### config.mk
export PLATFORM = sky130hd
export DESIGN_NAME = fpu_normalize
export DESIGN_NICKNAME = d
export VERILOG_FILES = /design/src/rtl/fpu_pkg.sv /design/src/rtl/fpu_norm_pack.sv /design/src/rtl/fpu_normalize.sv
export SDC_FILE = /design/constraint.sdc
export NUM_CORES = 1
export LEC_CHECK = 0
export BUFFER_PORTS_ARGS = -buffer_cell sky130_fd_sc_hd__buf_2
export CAP_MARGIN = 40
export CORE_MARGIN = 2
export CORE_UTILIZATION = 50
export DETAILED_ROUTE_END_ITERATION = 8
export PLACE_DENSITY_LB_ADDON = 0.08
export SYNTH_ARGS = -nofsm -noshare
export SYNTH_HDL_FRONTEND = slang
export SYNTH_SLANG_ARGS = --single-unit
export TNS_END_PERCENT = 1
### constraint.sdc
create_clock -name clk -period 2.33 [get_ports clk]
set_input_delay 0.466 -clock clk [delete_from_list [all_inputs] [get_ports clk]]
set_output_delay 0.466 -clock clk [all_outputs]
set_load 0.02 [all_outputs]
### src/rtl/fpu_pkg.sv
// Shared constants, state encoding and IEEE 754 word layout for the FPU
// normalise/pack stage.
package fpu_pkg;

  localparam int unsigned FP_BIAS    = 127;
  localparam int unsigned FP_EXP_MAX = 255;
  localparam int unsigned FP_FRAC_W  = 23;

  typedef enum logic [1:0] {
    IDLE,
    NORM,
    DONE
  } norm_state_t;

  typedef struct packed {
    logic                 sign;
    logic [7:0]           exp;
    logic [FP_FRAC_W-1:0] frac;
  } fp32_t;

endpackage

### src/rtl/fpu_norm_pack.sv
// Combinational exponent range check and IEEE 754 packing of a normalised
// mantissa: saturates to infinity or flushes to signed zero out of range.
module fpu_norm_pack
  import fpu_pkg::*;
#(
  parameter int unsigned EXP_W = 10
) (
  input  logic                    sign_i,
  input  logic signed [EXP_W-1:0] exp_i,
  input  logic [FP_FRAC_W-1:0]    frac_i,
  output fp32_t                   word_c,
  output logic                    ovf_c,
  output logic                    unf_c
);

  localparam logic signed [EXP_W-1:0] EXP_SAT  = EXP_W'(FP_EXP_MAX);
  localparam logic signed [EXP_W-1:0] EXP_ZERO = EXP_W'(0);

  always_comb begin
    word_c      = '0;
    word_c.sign = sign_i;
    ovf_c       = 1'b0;
    unf_c       = 1'b0;
    if (exp_i >= EXP_SAT) begin
      word_c.exp = 8'hFF;
      ovf_c      = 1'b1;
    end else if (exp_i <= EXP_ZERO) begin
      unf_c = 1'b1;
    end else begin
      word_c.exp  = exp_i[7:0];
      word_c.frac = frac_i;
    end
  end

endmodule

### src/rtl/fpu_normalize.sv
// Iterative normalise/pack stage: one shift decision per cycle, then a packed
// IEEE 754 word. Define FPU_NORM_SUBNORM_EN for gradual underflow.
module fpu_normalize
  import fpu_pkg::*;
#(
  parameter int unsigned EXP_W = 10,
  parameter int unsigned MAN_W = 25
) (
  input  logic                    clk,
  input  logic                    rst_n,
  input  logic                    in_valid,
  output logic                    in_ready,
  input  logic                    in_sign,
  input  logic signed [EXP_W-1:0] in_exponent,
  input  logic [MAN_W-1:0]        in_mantissa,
  output logic                    out_valid,
  input  logic                    out_ready,
  output logic [31:0]             outp,
  output logic                    out_ovf,
  output logic                    out_unf
);

  localparam logic signed [EXP_W-1:0] EXP_ZERO = EXP_W'(0);
  localparam logic signed [EXP_W-1:0] EXP_ONE  = EXP_W'(1);

  norm_state_t              state_q, state_d;
  logic                     live_q;
  logic                     sign_q, sign_d;
  logic signed [EXP_W-1:0]  exp_q, exp_d;
  logic [MAN_W-1:0]         mant_q, mant_d;
  fp32_t                    word_q, word_d;
  logic                     ovf_q, ovf_d;
  logic                     unf_q, unf_d;
  logic                     valid_q, valid_d;
`ifdef FPU_NORM_SUBNORM_EN
  logic                     denorm_q, denorm_d;
`endif

  fp32_t pack_word_c;
  logic  pack_ovf_c;
  logic  pack_unf_c;

  fpu_norm_pack #(
    .EXP_W (EXP_W)
  ) u_pack (
    .sign_i (sign_q),
    .exp_i  (exp_q),
    .frac_i (mant_q[FP_FRAC_W-1:0]),
    .word_c (pack_word_c),
    .ovf_c  (pack_ovf_c),
    .unf_c  (pack_unf_c)
  );

  // in_ready stays low until the first edge after reset release.
  assign in_ready  = (state_q == IDLE) && live_q;
  assign out_valid = valid_q;
  assign outp      = word_q;
  assign out_ovf   = ovf_q;
  assign out_unf   = unf_q;

  always_comb begin
    state_d = state_q;
    sign_d  = sign_q;
    exp_d   = exp_q;
    mant_d  = mant_q;
    word_d  = word_q;
    ovf_d   = ovf_q;
    unf_d   = unf_q;
    valid_d = valid_q;
`ifdef FPU_NORM_SUBNORM_EN
    denorm_d = denorm_q;
`endif
    case (state_q)
      IDLE: begin
        if (in_valid && in_ready) begin
          sign_d  = in_sign;
          exp_d   = in_exponent;
          mant_d  = in_mantissa;
          state_d = NORM;
`ifdef FPU_NORM_SUBNORM_EN
          denorm_d = 1'b0;
`endif
        end
      end
      NORM: begin
        if (mant_q == '0) begin
          word_d  = '{sign: sign_q, exp: 8'h00, frac: '0};
          ovf_d   = 1'b0;
`ifdef FPU_NORM_SUBNORM_EN
          unf_d   = denorm_q;
`else
          unf_d   = 1'b0;
`endif
          valid_d = 1'b1;
          state_d = DONE;
        end else if (mant_q[MAN_W-1]) begin
          mant_d = mant_q >> 1;
          exp_d  = exp_q + EXP_ONE;
`ifdef FPU_NORM_SUBNORM_EN
        end else if (exp_q <= EXP_ZERO) begin
          // Denormalise towards exponent 1; low bits are truncated.
          mant_d   = mant_q >> 1;
          exp_d    = exp_q + EXP_ONE;
          denorm_d = 1'b1;
        end else if (mant_q[MAN_W-2]) begin
          word_d  = pack_word_c;
          ovf_d   = pack_ovf_c;
          unf_d   = pack_unf_c;
          valid_d = 1'b1;
          state_d = DONE;
        end else if (exp_q == EXP_ONE) begin
          word_d  = '{sign: sign_q, exp: 8'h00, frac: mant_q[FP_FRAC_W-1:0]};
          ovf_d   = 1'b0;
          unf_d   = 1'b1;
          valid_d = 1'b1;
          state_d = DONE;
`else
        end else if (mant_q[MAN_W-2]) begin
          word_d  = pack_word_c;
          ovf_d   = pack_ovf_c;
          unf_d   = pack_unf_c;
          valid_d = 1'b1;
          state_d = DONE;
        end else if (exp_q <= EXP_ZERO) begin
          word_d  = '{sign: sign_q, exp: 8'h00, frac: '0};
          ovf_d   = 1'b0;
          unf_d   = 1'b1;
          valid_d = 1'b1;
          state_d = DONE;
`endif
        end else begin
          mant_d = mant_q << 1;
          exp_d  = exp_q - EXP_ONE;
        end
      end
      DONE: begin
        if (out_ready) begin
          valid_d = 1'b0;
          state_d = IDLE;
        end
      end
      default: state_d = IDLE;
    endcase
  end

  always_ff @(posedge clk or negedge rst_n) begin
    if (!rst_n) begin
      state_q <= IDLE;
      live_q  <= 1'b0;
      sign_q  <= 1'b0;
      exp_q   <= '0;
      mant_q  <= '0;
      word_q  <= '0;
      ovf_q   <= 1'b0;
      unf_q   <= 1'b0;
      valid_q <= 1'b0;
`ifdef FPU_NORM_SUBNORM_EN
      denorm_q <= 1'b0;
`endif
    end else begin
      state_q <= state_d;
      live_q  <= 1'b1;
      sign_q  <= sign_d;
      exp_q   <= exp_d;
      mant_q  <= mant_d;
      word_q  <= word_d;
      ovf_q   <= ovf_d;
      unf_q   <= unf_d;
      valid_q <= valid_d;
`ifdef FPU_NORM_SUBNORM_EN
      denorm_q <= denorm_d;
`endif
    end
  end

endmodule

==> impl_metrics.tcl <==
set metrics [dict create \
    outcome "finished clean" \
    clk_pin_slew_ns 0.08 \
    htreeDepth 3 \
    design.core.area_um2 7610 \
    synthTopCellsByArea "dfrtp_1 48%, nand2_1 7.5%, a221oi_1 5.0%, nor2_1 4.7%, a21oi_1 4.5%" \
    globalplace.congestion 0.821 \
    port_buffers 75 \
    die_x_um 92.0 \
    diodes 0 \
    synthArstFlopShare_pct 100 \
    worstRegToRegCells 8 \
    hold_viol_final 0 \
    postCtsResizedCells 0 \
    yosysWarnings 0 \
    crit_fanout 8 \
    ctsHoldBuffers 0 \
    critPathSlowestCell "dfrtp_1" \
    firstDrtPassIters 4 \
    min_period_ns 2.24 \
    layout_common_cells "77 x nand2_1, 74 x dfrtp_1, 74 x buf_2" \
    antenna_found_initial 0 \
    ys_types 48 \
    clockBufferDepth 2 \
    cts_buffers 9 \
    totalWireLength_um 9930 \
    hold_path_class "input port to asynchronous set/reset pin" \
    postCtsSetupBuffers 0 \
    first_global_vias 3293 \
    syn_inst 437 \
    tns_ns 0 \
    dp_hpwl_um 6690 \
    final.period_utilization_pct 96.0 \
    die_h_um 92.0 \
    synth.avg_cell_area_um2 8.85 \
    vias_per_cell 5.69 \
    num_vias 3527 \
    drc 0 \
    cp-start-kind "flop" \
    cts_root_buf "clkbuf_8" \
    p_per_area_nw_per_um2 1500 \
    fin_nets 563 \
    yosys.area.top_type "dfrtp_1" \
    wl_per_cell_um 16.0 \
    crit_arrival_ns 2.46 \
    grt_first_pass_wirelength_um 16200 \
    cp_data_required_time_ns 2.55 \
    grt_max_degree 39 \
    worstSkewPairLatency_ns 0.35 \
    hold_ws_ns 0.0873 \
    max_freq_mhz 447 \
    numClockSinks 74 \
    final_cells 620 \
    final_common_cell "nand2_1" \
    worstMarginPinSlew_ns 0.547 \
    grt_use_total_pct 24.2 \
    synth_area_um2 3870 \
    dp.cells 604 \
    initial_core_util_pct 50.9 \
    crit_chain "inv_2 -> ha_1 -> a211o_1 -> a21o_1 -> a2111oi_2 -> nor3_1 -> xnor2_1 -> o211ai_1" \
    setup_viol 0 \
    drive_gt1_share_pct 23.7 \
    cpPeakStageDelay_ns 0.40 \
    cap_violations 0 \
    overflow 0 \
    path_class "flop to flop" \
    cts_tree "done" \
    leakage_uw 0.00221 \
    post_dp_cell_area_um2 4410 \
    postSynthNetCount 486 \
    post-synth-top-area-fraction_pct 47.9 \
    fin_worst_skew_ns 0.00941 \
    relSlewSlack_pct 63.6 \
    ys_ff_latch 74 \
    fin_area_um2 4640 \
    ir_drop_uv 752 \
    rows 32 \
    synth_edf_count 0 \
    yosysSeqAreaShare_pct 47.9 \
    drv_slew 0 \
    detail_route.iter0.violations 256 \
    ant_nets 0 \
    dieArea_um2 8460 \
    num_io_pins 76 \
    synth_flop_cell "dfrtp_1" \
    area_delta_synth_final_pct 20.0 \
    end_kind "flop" \
]
## Yosys cell counts (7+ instances only)
| cell type | instances |
|---|---|
| inv_1 | 7 |
| and3_1 | 23 |
| dfrtp_1 | 74 |
| nor2_1 | 48 |
| clkbuf_1 | 15 |
| a21oi_1 | 35 |
| o21ai_0 | 25 |
| o21ai_1 | 19 |
| buf_6 | 7 |
| a221oi_1 | 22 |
| nand2_1 | 77 |
| ha_1 | 8 |
## flip-flops by register name, indices dropped and copies added (netlist names)
| signal | cells |
|---|---|
| out_unf | 1 |
| out_ovf | 1 |
| outp | 32 |
| mant_q | 25 |
| sign_q | 1 |
| out_valid | 1 |
| state_q | 2 |
| live_q | 1 |
| exp_q | 10 |
## cells by family (layout without fill, tap and decap cells)
logic type | Yosys count | after routing | share of synthesized area (%)
compound gates | 127 | 128 | 20.9
xor+xnor | 4 | 4 | 0.906
fa+ha+maj | 9 | 9 | 3.10
buf+inv | 35 | 115 | 4.92
flops | 74 | 74 | 47.9
mux | 1 | 1 | 0.388
other cells | 1 | 1 | 0.0969
simple gates | 186 | 186 | 21.9
## routing by layer
layer  vias to the layer above  global-route usage, %  share of wire (%)
met5                         -                      0                  0
met4                         0                   9.20                1.5
li1                       1720                      -                  -
met3                        14                   3.37                4.7
met1                      1689                   37.9                 50
met2                       104                   33.8                 44
## metrics by stage
| step | setup WS [ns] | total power, uW | util (%) |
|---|---|---|---|
| after CTS | 0.0181 | 6850 | 60.4 |
| final | 0.0936 | 6960 | 61.0 |
| after global placement | 0.117 | 5760 | 57.9 |
| after detailed placement | 0.0429 | 5870 | 58.0 |
| after floorplan | 0.0247 | 4830 | - |
| after global routing | -0.0316 | 7550 | 61.0 |
## where the power goes
part / internal, uW / switching, uW
combinational: 1460 / 2170
clock: 487 / 473
sequential: 1810 / 558
total: 3760 / 3200
## worst paths after layout
kind	startpoint	end	slack, ns
setup / recovery	mant_q[24]	exp_q[7]	0.09
hold / removal	rst_n	outp[25]	0.09
setup reg to reg	mant_q[24]	exp_q[7]	0.09
hold reg to reg	outp[9]	outp[9]	0.48
max in group asynchronous	rst_n	mant_q[10]	1.66
min in group clk	in_sign	sign_q	0.32
## layout make-up
cell class | count | area (um^2)
Multi-Input combinational cell | 329 | 1890
Fill cell | 698 | 2960
Tap cell | 102 | 128
Sequential cell | 74 | 1850
Timing Repair Buffer | 93 | 567
Clock buffer | 10 | 128
Clock inverter | 5 | 56.3
Inverter | 7 | 26.3
## worst max-delay path, delay by kind of cell, from the launching register on
family / cells / cell delay [ns]
AND/OR/NAND/NOR: 1 / 0.12
adder cells (fa/ha/maj): 1 / 0.27
buffers and inverters: 1 / 0.14
flip-flops: 1 / 0.40
XOR/XNOR: 1 / 0.16
AO/OA/AOI/OAI: 4 / 1.02
Note: power is estimated with default switching activity, not from simulation.
